<file path="src/rtl/gray_counter_sched.sv">
// -----------------------------------------------------------------------------
// gray_counter_sched
//   Round-robin scheduler that shares one gray_counter between NREQ requesters.
//   Each granted burst optionally clears the counter, then issues req_len
//   clock-enable pulses. A shadow binary count tracks what the counter holds.
//
// Optional feature macro: GRAY_SCHED_ABORT_EN
//   When defined, adds input 'abort' (ends a RUN burst early) and output
//   'done_aborted' (qualifies 'done').
//
// Ports:
//   clk_counter, reset_counter_n : counter-domain clock, async active-low reset
//   req_valid/req_len/req_clear  : per-requester burst request (len field i at
//                                  [i*BURST_W +: BURST_W])
//   req_ready                    : one-hot accept strobe (combinational, IDLE)
//   hold                         : pauses increments while in RUN
//   ce, counter_clear            : counter enable / synchronous clear
//   grant_id                     : current/last granted requester
//   busy, done, done_id          : status; done is a one-cycle pulse
//   shadow_count, wrap           : expected counter value and rollover pulse
// -----------------------------------------------------------------------------
module gray_counter_sched #(
    parameter int NREQ    = 4,
    parameter int LENGTH  = 8,
    parameter int BURST_W = 8
) (
    input  logic                       clk_counter,
    input  logic                       reset_counter_n,
    input  logic [NREQ-1:0]            req_valid,
    output logic [NREQ-1:0]            req_ready,
    input  logic [NREQ*BURST_W-1:0]    req_len,
    input  logic [NREQ-1:0]            req_clear,
    input  logic                       hold,
`ifdef GRAY_SCHED_ABORT_EN
    input  logic                       abort,
    output logic                       done_aborted,
`endif
    output logic                       ce,
    output logic                       counter_clear,
    output logic [$clog2(NREQ)-1:0]    grant_id,
    output logic                       busy,
    output logic                       done,
    output logic [$clog2(NREQ)-1:0]    done_id,
    output logic [LENGTH-2:0]          shadow_count,
    output logic                       wrap
);

    localparam int IDW = $clog2(NREQ);
    localparam int SW  = LENGTH - 1;

    typedef enum logic [1:0] {
        S_IDLE  = 2'd0,
        S_CLEAR = 2'd1,
        S_RUN   = 2'd2,
        S_DONE  = 2'd3
    } state_t;

    state_t             r_state, w_state_n;
    logic [BURST_W-1:0] r_rem;
    logic [IDW-1:0]     r_grant;
    logic [IDW-1:0]     r_last;
    logic [SW-1:0]      r_shadow;

    logic               w_found;
    logic [IDW-1:0]     w_pick;
    logic [BURST_W-1:0] w_pick_len;
    logic               w_accept;
    logic               w_ce;
    logic               w_clr;
    logic               w_abort;

`ifdef GRAY_SCHED_ABORT_EN
    logic               r_aborted;
    assign w_abort = abort;
`else
    assign w_abort = 1'b0;
`endif

    // Round-robin search starting just after the last completed grant.
    always_comb begin
        w_found = 1'b0;
        w_pick  = '0;
        for (int k = 1; k <= NREQ; k++) begin
            if (!w_found && req_valid[(int'(r_last) + k) % NREQ]) begin
                w_found = 1'b1;
                w_pick  = IDW'((int'(r_last) + k) % NREQ);
            end
        end
    end

    assign w_pick_len = req_len[w_pick*BURST_W +: BURST_W];

    // ce/counter_clear are decoded from the state register and gated by
    // hold/abort so a pause or abort takes effect in the same cycle.
    always_comb begin
        w_state_n = r_state;
        w_ce      = 1'b0;
        w_clr     = 1'b0;
        w_accept  = 1'b0;
        req_ready = '0;
        case (r_state)
            S_IDLE: begin
                if (w_found) begin
                    w_accept          = 1'b1;
                    req_ready[w_pick] = 1'b1;
                    if (req_clear[w_pick])
                        w_state_n = S_CLEAR;
                    else if (w_pick_len == '0)
                        w_state_n = S_DONE;
                    else
                        w_state_n = S_RUN;
                end
            end
            S_CLEAR: begin
                w_clr     = 1'b1;
                w_state_n = (r_rem != '0) ? S_RUN : S_DONE;
            end
            S_RUN: begin
                if (w_abort) begin
                    w_state_n = S_DONE;
                end else if (!hold) begin
                    w_ce = 1'b1;
                    if (r_rem == BURST_W'(1))
                        w_state_n = S_DONE;
                end
            end
            S_DONE: begin
                w_state_n = S_IDLE;
            end
            default: w_state_n = S_IDLE;
        endcase
    end

    always_ff @(posedge clk_counter or negedge reset_counter_n) begin
        if (!reset_counter_n) begin
            r_state  <= S_IDLE;
            r_rem    <= '0;
            r_grant  <= '0;
            r_last   <= IDW'(NREQ - 1);
            r_shadow <= '0;
        end else begin
            r_state <= w_state_n;
            if (w_accept) begin
                r_rem   <= w_pick_len;
                r_grant <= w_pick;
            end else if (w_ce) begin
                r_rem <= r_rem - 1'b1;
            end
            if (r_state == S_DONE)
                r_last <= r_grant;
            if (w_clr)
                r_shadow <= '0;
            else if (w_ce)
                r_shadow <= r_shadow + 1'b1;
        end
    end

`ifdef GRAY_SCHED_ABORT_EN
    always_ff @(posedge clk_counter or negedge reset_counter_n) begin
        if (!reset_counter_n)
            r_aborted <= 1'b0;
        else if (w_accept)
            r_aborted <= 1'b0;
        else if (r_state == S_RUN && abort)
            r_aborted <= 1'b1;
    end
    assign done_aborted = (r_state == S_DONE) && r_aborted;
`endif

    assign ce            = w_ce;
    assign counter_clear = w_clr;
    assign grant_id      = r_grant;
    assign busy          = (r_state != S_IDLE);
    assign done          = (r_state == S_DONE);
    assign done_id       = done ? r_grant : '0;
    assign shadow_count  = r_shadow;
    // Rollover coincides with the ce that takes the shadow from all-ones to 0.
    assign wrap          = w_ce && (r_shadow == {SW{1'b1}});

endmodule

</file>
<file path="config.mk">
export PLATFORM = sky130hd
export DESIGN_NAME = gray_counter_sched
export DESIGN_NICKNAME = d
export VERILOG_FILES = /design/src/rtl/gray_counter_sched.sv
export SDC_FILE = /design/constraint.sdc
export NUM_CORES = 1
export LEC_CHECK = 0
export CAP_MARGIN = 20
export CORE_UTILIZATION = 44
export CTS_CLUSTER_DIAMETER = 120
export DETAILED_ROUTE_END_ITERATION = 8
export GPL_TIMING_DRIVEN = 0
export HOLD_SLACK_MARGIN = 0.06
export PLACE_DENSITY = 0.78
export RECOVER_POWER = 25
export SLEW_MARGIN = 20
export SYNTH_ARGS = -nofsm -noshare
export SYNTH_HDL_FRONTEND = slang
export SYNTH_SLANG_ARGS = --single-unit
</file>
<file path="constraint.sdc">
create_clock -name clk_counter -period 2.8 [get_ports clk_counter]
set_input_delay 0.42 -clock clk_counter [delete_from_list [all_inputs] [get_ports clk_counter]]
set_output_delay 0.42 -clock clk_counter [all_outputs]
set_load 0.02 [all_outputs]
</file>
# == After elaboration in Yosys (flattened, before gate mapping) ==
# Index checks and enable logic that the tools add are counted.
# classes
reduce_logical,19
eq_ne,8
n_lt_le_gt_ge,6
shift,1
mux,43
n_mul,0
bitwise_logic,4
add_sub_neg,6
div,0
# op_table
op,n
variable part select 32 x 6 -> 8 bit,1
two-way mux 1 bit,21
two-way mux 2 bit,9
less-than comparator 3 x 4 -> 1 bit (second input constant),4
two-way mux 8 bit,2
two-way mux 7 bit,2
binary-select mux 1 bit (select 2 bit),5
equality test 8 x 1 -> 1 bit (second input constant),1
logical NOT 8 bit,1
two-way mux 4 bit,2
case mux 2 bit (4 select lines),1
nonzero test 8 bit,1
OR reduction 2 bit,4
subtractor 8 x 1 -> 8 bit (second input constant),1
adder 7 x 1 -> 7 bit (second input constant),1
equality test 7 bit (second input constant),1
inequality test 2 bit (second input constant),3
nonzero test 2 bit,3
logical AND 1 bit,5
adder 2 x 1 -> 2 bit (second input constant),2
adder 2 bit (second input constant),2
AND 1 bit (first input constant),4
equality test 2 bit (second input constant),2
logical NOT 1 bit,3
other kinds (6),6
# totals
ff_bits,21
latchBits,0
word_cells,92
ram_bits,0
mem_count,0
rom_bits,0
out_inout_bits,20
input_bits,43

# == Logic depth before layout (Yosys ltp) ==
# Gate-level depths: netlist of the first run.
# logic_depth
word_depth,22
ltp_mapped,9
mapped_depth_nobuf,8

# == Least setup slack after synthesis of the first run ==
# OpenSTA, ideal clock, no wires.
# synth_path
path_type,register to register
startpoint,reg r_last[1]
endpoint,reg r_state[0]
n_path_buf,2
t_arrival_ns,2.296
synth_period_minus_slack_ns,2.378
setup_ns,0.082
t_required_ns,2.718
path_stages_with_launch,10
slack_ns,0.422
cell_sequence,dfstp_2 mux2i_1 o21a_1 buf_6 nand2_4 buf_6 a221oi_1 o22ai_1 or4_1 a31oi_1
# synth_via
elab_chain_cells,20
word_cells_on_any_way,40
classes_between,4 x add/sub; 1 x eq/ne; 1 x shift; 26 x mux; 8 x reduce/logical
# synth_rtl
item,line,source
from (decl),61,logic [IDW-1:0] r_last;
from (signal assigned),139,r_last <= IDW'(NREQ - 1);
from (signal assigned),150,r_last <= r_grant;
adder 2 x 1 -> 2 bit,"84, 86",
binary-select mux 1 bit (select 2 bit),84,if (!w_found && req_valid[(int'(r_last) + k) % NREQ]) begin
two-way mux 1 bit (implied by the code) (2 in a row),84,
two-way mux 1 bit,84,
logical NOT 1 bit,84,
logical AND 1 bit,84,
two-way mux 1 bit,84,
logical NOT 1 bit,84,
(+3 left out),-,
logical AND 1 bit,84,
two-way mux 2 bit,84,
variable part select 32 x 6 -> 8 bit,91,assign w_pick_len = req_len[w_pick*BURST_W +: BURST_W];
logical NOT 8 bit,108,else if (w_pick_len == '0)
two-way mux 1 bit,108,
two-way mux 2 bit,106,if (req_clear[w_pick])
two-way mux 2 bit,103,if (w_found) begin
case mux 2 bit (4 select lines),101,case (r_state)
to (signal assigned),142,r_state <= w_state_n;
to (decl),58,"state_t r_state, w_state_n;"
# Parallel ways exist; a longest one is shown, timed or not. The select of a mux whose other input is x is not followed.
# A chain may end at the register's enable or synchronous reset.

# == Worst setup path after layout of the first run ==
# layout_path
startpoint,in req_valid[0]
endpoint,reg r_state[0]
# layout_via
elab_chain_cells,19
word_cells_on_any_way,36
classes_between,1 x eq/ne; 1 x shift; 26 x mux; 8 x reduce/logical
# layout_rtl
item,line,source
from (decl),29,"input logic [NREQ-1:0] req_valid,"
binary-select mux 1 bit (select 2 bit),84,
two-way mux 1 bit (implied by the code) (2 in a row),84,
two-way mux 1 bit,84,
logical NOT 1 bit,84,
logical AND 1 bit,84,
two-way mux 1 bit,84,
logical NOT 1 bit,84,
logical AND 1 bit,84,
(+2 left out),-,
logical AND 1 bit,84,
two-way mux 2 bit,84,
variable part select 32 x 6 -> 8 bit,91,
logical NOT 8 bit,108,
two-way mux 1 bit,108,
two-way mux 2 bit,106,
two-way mux 2 bit,103,
case mux 2 bit (4 select lines),101,
# Parallel ways exist; a longest one is shown, timed or not. The select of a mux whose other input is x is not followed.

==> results.txt, run 1 <==
- Summed over all layers, the global routing overflow is 0.
- Shortest period the worst path allows: 2.69 ns
- Number of vias per cell after detailed routing: ~5.4
- After synthesis, flip-flops and latches occupy around a third of the total area.
* Async set-reset flop share out of synthesis: between 90% and 100%
- At the end of routability-driven placement, the weighted congestion stood at approximately 0.76.
* Clock share of power: a little under a tenth
- Routed length per instance: approximately 14 um
- Number of flops mapped to enable cells by yosys: 0
- Kind of critical path: input pin to register
* Number of max-cap violations: 0
- Reported net switching power: slightly above 900 uW
- Global-route met2 utilization: ~38%
* Per-instance average area after synthesis: between 8 and 9 um^2
* Die Footprint: 3990 um^2
- The number of clock buffers added by TritonCTS is 3.
- Layout overhead on the synthesized area: 46.9%
* Master of the slowest instance on the critical path: sky130_fd_sc_hd__clkdlybuf4s50_1
* Clock tree root buffer cell: sky130_fd_sc_hd__clkbuf_8
- In this run the horizontal extent of the chip is ~63 um.
- The number of placed instances, taps included, is ~300.
- Sum of net half-perimeters after detailed placement: between 3000 and 4000 um
* Max-slew violations: 0
- Cell area after synthesis: ~1600 um^2
- Peak per-stage delay on the critical path: roughly 0.49 ns
- Library cell with the highest instance count after synthesis: sky130_fd_sc_hd__dfrtp_1
- No sink is reached through more buffers than the 2 on the longest clock path.
- For the pin with the worst max-slew slack, the measured transition is between 0.8 and 0.9 ns.
- Class of the tightest hold or removal check: register to register
* Portion of the clock cycle consumed by the worst path in the final layout: a little over nine tenths
- The run finished with clean final reports.
* Worst path required time: 2.98 ns
- IO Port Bufs: 62
- For met1 alone, demand over resource in global routing was between 20 and 30%.
- Fill cells in the final layout number between 200 and 300.
- The netlist uses 45 different library cells.
- Clock Skew: 0.00136 ns
* CTS Hold Buffers Added: 0
- Synth area leader: sky130_fd_sc_hd__dfrtp_1
* Final Cell Area: about 2400 um^2
- Total Routing Usage GR: between 20 and 25%
- The worst register-to-register path has a setup slack of approximately 0.18 ns.
- Share of the synthesized area in the top cell type: 28.9%
* Post-Route Hold Slack: 0.528 ns
- Power density over the cells: between 800 and 900 nW/um^2
* Count of clock tree sinks: 21
* First-pass iteration count of the detailed router: 4
- Wire length of the first global-routing pass: 7030 um
* Total number of vias: between 1500 and 2000
- After floorplanning, the core was divided into 21 placement rows.
* Fraction of final layout cells sized beyond drive strength 1: between 10% and 20%
* Maximum clock frequency: 372 MHz
- In this run, synthesis produced a sequential element count of 21.
- Relative slew margins: ~40%
- Pin placement for this block handled 63 I/O pins.
* Total DRC errors in the routed layout: 0
- Number of levels in the clock H-tree: 1
- The layer flagged by global routing as most heavily used is met2.
* Startpoint kind of the worst setup timing path: input pin
- Placed cell areas: about 2300 um^2
- Static Leak: 0.00103 uW
* Nature of the critical path endpoint: register
* Arrival @ worst endpoint: around 2.9 ns
* Post-layout instance count excluding filler cells: between 300 and 400
* Synth top cells by count: 19 x sky130_fd_sc_hd__dfrtp_1, 17 x sky130_fd_sc_hd__o21ai_0, 14 x sky130_fd_sc_hd__nand2_1, 12 x sky130_fd_sc_hd__nor2_1
- Summed over all layers, the routed wires come to about 4200 um.
- Synthesized netlist cell count: 195
* Largest fanout of any net on the critical path: 10
- Final Power: ~2100 uW
- TritonCTS built the clock tree.
- Fraction of power consumed by sequential logic: 27.0%
- Worst voltage drop across the vdd grid: roughly 0.00032 V
- The number of global-route vias before repair came to 1564.
- Of the total power, the share spent switching nets is 44.7%.
- Number of buffer and inverter stages on the critical path: 2
- Core Util, Final: a little over two thirds
* Height of the die: 63.2 um
- The net count of the finished layout is between 300 and 400.
- Antenna fix cells: 0
- The initial antenna violation count is 0.
- Setup violations remaining at the end of the flow were counted as 0.
* Cell types with the largest area share after synthesis: sky130_fd_sc_hd__dfrtp_1 29%, sky130_fd_sc_hd__ha_1 5.3%, sky130_fd_sc_hd__o21ai_0 5.2%
- Combinational cells account for a little under two thirds of the total power.
* Synth Net Count: between 200 and 250
- Unrepaired setup endpoints after global routing: yes
- The Yosys step of the flow raised 0 warnings.
- GR Layer Usage met3: under 10%
* Count of nets left with antenna violations after detail routing: 0
- After clock tree synthesis, the clock-pin slew on the worst setup and hold paths is approximately 0.07 ns.
- Gate family responsible for the most delay along the worst path: compound AO/OA/AOI/OAI gates
* CORE AREA: approximately 3500 um^2
- The number of failing hold endpoints at the final stage was 0.
* Initial core utilization: between 40% and 50%
- After the first detailed-routing iteration, the DRC count stood at between 70 and 80.
- Series of cell instances along the critical path: clkdlybuf4s50_1 > o21bai_1 > a21o_4 > buf_2 > and2_0 > a221oi_2 > o22ai_1 > or4_1 > a31oi_1
- Post-CTS timing repair inserted 0 buffers for setup.
- Entering global routing, the biggest net connects 22 pins.
- The internal portion of the total power is roughly 1100 uW.
* Clock insertion delay at the later pin of the skew report: about 0.26 ns
- Dominant synthesized flop cell: sky130_fd_sc_hd__dfrtp_1
area by class of cell:
cell class                      instances  area [um^2]  share of cell area (%)
Multi-Input combinational cell        155         1070                    44.3
Tap cell                               46         57.6                    2.38
Inverter                                9         36.3                    1.50
Sequential cell                        21          528                    21.8
Timing Repair Buffer                   62          616                    25.5
Clock buffer                            4         45.0                    1.86
Buffer                                  8         63.8                    2.64
kinds of logic after synthesis:
logic type | count (synthesis) | synth area share (%)
XOR/XNOR | 12 | 6.39
adder cells (fa/ha/maj) | 7 | 5.32
AO/OA/AOI/OAI | 53 | 21.6
multiplexers | 3 | 1.98
buffers and inverters | 19 | 6.23
AND/OR/NAND/NOR | 80 | 26.4
flip-flops | 21 | 32.1
metal layers:
metal	share of wire (%)	vias up	routed length (um)
li1	-	837	-
met1	48	747	2020
met2	47	58	1980
met3	4.1	3	170
met4	0.41	0	17
met5	0	-	0
tightest hold or removal path, cell delays in order (launching register included):
cell                      delay, ns
sky130_fd_sc_hd__dfrtp_1       0.38
sky130_fd_sc_hd__nand2_1       0.05
sky130_fd_sc_hd__o21ai_0       0.06
power groups by stage:
stage               clock network, uW  logic, uW  registers, uW
finish                            194       1310            556
CTS                               196       1270            553
detailed placement                  0       1260            558
global placement                    0       1260            554
floorplan                           0        842            565
global route                      212       1450            573
placed cells by master (no fill, tap or decap), types with 3 or more instances in the layout:
master                            netlist  layout
sky130_fd_sc_hd__or3_1                  6       6
sky130_fd_sc_hd__xor2_1                 5       5
sky130_fd_sc_hd__nor2_1                12      12
sky130_fd_sc_hd__o31ai_1                5       5
sky130_fd_sc_hd__o21ai_0               17      17
sky130_fd_sc_hd__dfrtp_1               19      19
sky130_fd_sc_hd__o21a_1                 3       3
sky130_fd_sc_hd__and2_1                 9       9
sky130_fd_sc_hd__buf_6                  4       4
sky130_fd_sc_hd__a21oi_1                5       5
sky130_fd_sc_hd__a221oi_2               0       6
sky130_fd_sc_hd__xnor2_1                7       7
sky130_fd_sc_hd__inv_1                  9       8
sky130_fd_sc_hd__clkdlybuf4s50_1        0      54
sky130_fd_sc_hd__and3_1                10      10
sky130_fd_sc_hd__nand3_1               10      10
sky130_fd_sc_hd__ha_1                   7       7
sky130_fd_sc_hd__clkbuf_8               0       3
sky130_fd_sc_hd__clkbuf_2               0       3
sky130_fd_sc_hd__nand2_1               14      14
sky130_fd_sc_hd__o22ai_1                4       4
sky130_fd_sc_hd__dlygate4sd2_1          0       4
state kept, by name, indices dropped and copies added (netlist names):
name / count
r_rem: 8
shadow_count: 7
grant_id: 2
r_last: 2
r_state: 2
per-stage QoR:
stage	TNS (ns)	setup WS [ns]
floorplan	0	0.422
global placement	-1.64	-0.448
detailed placement	-1.72	-0.429
CTS	0	0.0701
global route	-0.00361	-0.00361
finish	0	0.109
path summary, 6_finish.rpt:
check                                         from                          end  cells past startpoint
setup reg to reg             r_last[1]$_DFFE_PN1P_       r_state[0]$_DFFE_PN0P_                      9
hold reg to reg            grant_id[1]$_DFFE_PN0P_      grant_id[1]$_DFFE_PN0P_                      2
min in group asynchronous          reset_counter_n  shadow_count[2]$_DFFE_PN0P_                      1
setup / recovery                      req_valid[0]       r_state[0]$_DFFE_PN0P_                      9
max in group asynchronous          reset_counter_n  shadow_count[6]$_DFFE_PN0P_                      1
hold / removal             grant_id[1]$_DFFE_PN0P_      grant_id[1]$_DFFE_PN0P_                      2
timing repair:
item / 4_1_cts / 5_1_grt
hold endpoints to repair: 0 / 0
gates resized for setup: 13 / 12
pin swaps: 0 / 0
endpoints found under the setup margin: 5 / 3
No activity file was read; power rests on OpenSTA's default activity.
==> run 2, diff against run 1 <==
CORE_UTILIZATION = 45   (was 44)
CTS_BUF_LIST = sky130_fd_sc_hd__clkbuf_4 sky130_fd_sc_hd__clkbuf_8   (was unset)
GPL_ROUTABILITY_DRIVEN = 0   (was unset)
PLACE_DENSITY = 0.8   (was 0.78)
==> results.txt, run 2 (same netlist as run 1, synthesis figures left out) <==
- No sink is reached through more buffers than the 2 on the longest clock path.
- Die Footprint: approximately 3900 um^2
- Fraction of power consumed by sequential logic: between 20% and 30%
* Total wire length: ~4100 um
* Series of cell instances along the critical path: clkdlybuf4s50_1 > o21bai_1 > a21o_4 > buf_2 > and2_0 > a221oi_1 > o22ai_1 > or4_1 > a31oi_1
- The tree is rooted in a sky130_fd_sc_hd__clkbuf_4.
- In this run the power density over the cells is ~840 nW/um^2.
* Arrival @ worst endpoint: just under 3 ns
- Setup violations remaining at the end of the flow were counted as 0.
- STA classifies the critical path startpoint as an input pin.
- Peak per-stage delay on the critical path: around 0.60 ns
- Number of max-cap violations: 0
- Measured against its own limit, the worst slew margin works out to around 40%.
- Commonest cells after routing, fill and taps aside: 54 x sky130_fd_sc_hd__clkdlybuf4s50_1, 19 x sky130_fd_sc_hd__dfrtp_1, 17 x sky130_fd_sc_hd__o21ai_0
- STA classifies the critical path endpoint as a register.
* Largest register FFs: 8
- Class of the tightest hold or removal check: register to register
* Pin count of the biggest net entering global routing: 22
- Fill count: 290
* Wire length of the first global-routing pass: about 7000 um
* Total number of vias: around 1700
* Gate family responsible for the most delay along the worst path: compound AO/OA/AOI/OAI gates
- After clock tree synthesis, the flow added hold-fix buffers numbering 0.
- Clock insertion delay at the later pin of the skew report: 0.31 ns
- For this design, the sink count on the clock tree is 21.
* IO Port Bufs: 62
* Max-slew violations: 0
- The worst register-to-register path begins at r_last[1]$_DFFE_PN1P_.
- Worst-margin pin slew: roughly 0.9 ns
- Vias in the first global route: around 1600
- The post-route netlist has 12.7% of its cells at a drive strength greater than 1.
* Result of the run: complete, no violations
* Count of nets left with antenna violations after detail routing: 0
- Portion of the clock cycle consumed by the worst path in the final layout: 95.4%
- Hold path startpoint: grant_id[0]$_DFFE_PN0P_
* Final Cell Area: about 2400 um^2
- For this design the static power due to leakage is 0.00102 uW.
- Master of the slowest instance on the critical path: sky130_fd_sc_hd__clkdlybuf4s50_1
- The wire-length estimate of the detail-placed layout is approximately 3200 um.
- Measured along the y axis, the die boundary spans 62.5 um.
* Clock tree from TritonCTS: done
- Of the total power, combinational logic draws approximately two thirds.
- Placed cell areas: about 2300 um^2
* Antenna fix cells: 0
- Pin placement for this block handled 63 I/O pins.
* Reg with most FFs: r_rem
* Clock-pin slew of the registers on the worst-case setup and hold paths: 0.11 ns
* Largest fanout of any net on the critical path: 10
- The setup path with the least slack is of type input pin to register.
- The floorplan has 21 rows.
- Detailed router's first-iteration violation count: 79
- Across the VDD grid, the largest voltage drop is ~0.00033 V.
* Clock Skew: 0.00361 ns
- Number of levels in the clock H-tree: 1
- The initial utilization of the core area, before any placement, comes to 48.2%.
- Die width: 62.5 um
- Number of vias per cell after detailed routing: about 5.5
* Worst path required time: slightly above 3 ns
- Initial antenna violation count: 0
* Clock share of power: 7.4%
* FF-to-FF setup slack: about 0.14 ns
* Layout overhead on the synthesized area: 45.5%
- Overflow left after global routing: 0
* Multi-input logic area: 1060 um^2
- Of the total power, the share spent switching nets is between 40% and 50%.
- Dividing the detail-routed wire length by the instance count gives 13.2 um.
- In the routed design, unresolved DRC markers number 0.
- Measured on the finished design, the core utilization comes to between 70% and 80%.
- The internal portion of the total power is 1090 uW.
* Maximum clock frequency: around 370 MHz
* CORE AREA: between 3000 and 4000 um^2
- The critical path contains buffers and inverters numbering 2 combined.
* Reported net switching power: 913 uW
- Fin. Hold Viols: 0
- Summing all flip-flop and latch instances after layout gives about 530 um^2.
- First-pass iteration count of the detailed router: 4
- In this run, CTS created clock tree buffers numbering 3.
- FF-to-FF End: r_state[0]$_DFFE_PN0P_
* Instance count along the most critical hold path: 1
* Shortest period the worst path allows: between 2 and 3 ns
- In the global route stage, overall resource usage came out at a little over a fifth.
- The worst register-to-register path has a depth of 9.
- Count of cell instances traversed by the critical path: 9
- For hold timing, the worst endpoint is grant_id[0]$_DFFE_PN0P_.
* Final Power: approximately 2000 uW
* Net total in the final layout: around 310
* Unrepaired setup endpoints after global routing: no
- Most common library cell in the layout ignoring fill and taps: sky130_fd_sc_hd__clkdlybuf4s50_1
[run 2: area by class of cell]
class                   count  area share [%]
plain buffers               8            2.67
clock buffers               3           0.941
clock inverters             1           0.209
inverters                   9            1.52
multi-input cells         155            44.3
flip-flops and latches     21            22.1
well taps                  46            2.40
repair buffers             63            25.9
[run 2: metal layers]
metal,up-vias,global-route usage [%],wire [um]
met5,-,0,0
met4,0,6.40,67
met3,7,2.01,188
met2,60,37.9,1900
met1,758,28.7,1900
li1,844,-,-
[run 2: power by group through the flow]
stage | logic (uW) | registers [uW] | clock network, uW
after floorplan | 842 | 565 | 0
final | 1300 | 559 | 148
after CTS | 1270 | 558 | 152
after global routing | 1450 | 574 | 160
after global placement | 1230 | 556 | 0
after detailed placement | 1260 | 562 | 0
[run 2: worst max path at each step]
| stage | from | endpoint | slack (ns) |
|---|---|---|---|
| after floorplan | r_last[1]$_DFFE_PN1P_ | r_state[0]$_DFFE_PN0P_ | 0.42 |
| after global placement | req_valid[2] | req_ready[3] | -0.47 |
| after detailed placement | req_valid[2] | req_ready[3] | -0.44 |
| after CTS | req_valid[1] | req_ready[3] | 0.04 |
| after global routing | req_valid[3] | req_ready[0] | 0.03 |
| final | req_valid[3] | r_state[0]$_DFFE_PN0P_ | 0.13 |
[run 2: per-stage QoR]
| stage | TNS, ns | setup slack (ns) | hold slack (ns) | std cells |
|---|---|---|---|---|
| floorplan | 0 | 0.422 | 0.124 | 195 |
| global placement | -1.70 | -0.471 | 0.527 | 303 |
| detailed placement | -1.76 | -0.435 | 0.538 | 303 |
| CTS | 0 | 0.0424 | 0.563 | 305 |
| global route | 0 | 0.0280 | 0.588 | 306 |
| finish | 0 | 0.128 | 0.565 | 306 |
[run 2: repair_timing]
action                     in CTS  in global routing
setup endpoints to repair       6                  6
resized for setup              13                 13
setup buffers                   0                  1
[run 2: worst register-to-register path, stage by stage, from the launching register on]
cell and delay (ns):
sky130_fd_sc_hd__dfstp_2 0.60, sky130_fd_sc_hd__mux2i_2 0.27, sky130_fd_sc_hd__o21a_1 0.19, sky130_fd_sc_hd__buf_6 0.15
sky130_fd_sc_hd__nand2_4 0.05, sky130_fd_sc_hd__buf_6 0.14, sky130_fd_sc_hd__a221oi_2 0.30, sky130_fd_sc_hd__o22ai_1 0.14
sky130_fd_sc_hd__or4_1 0.54, sky130_fd_sc_hd__a31oi_1 0.21
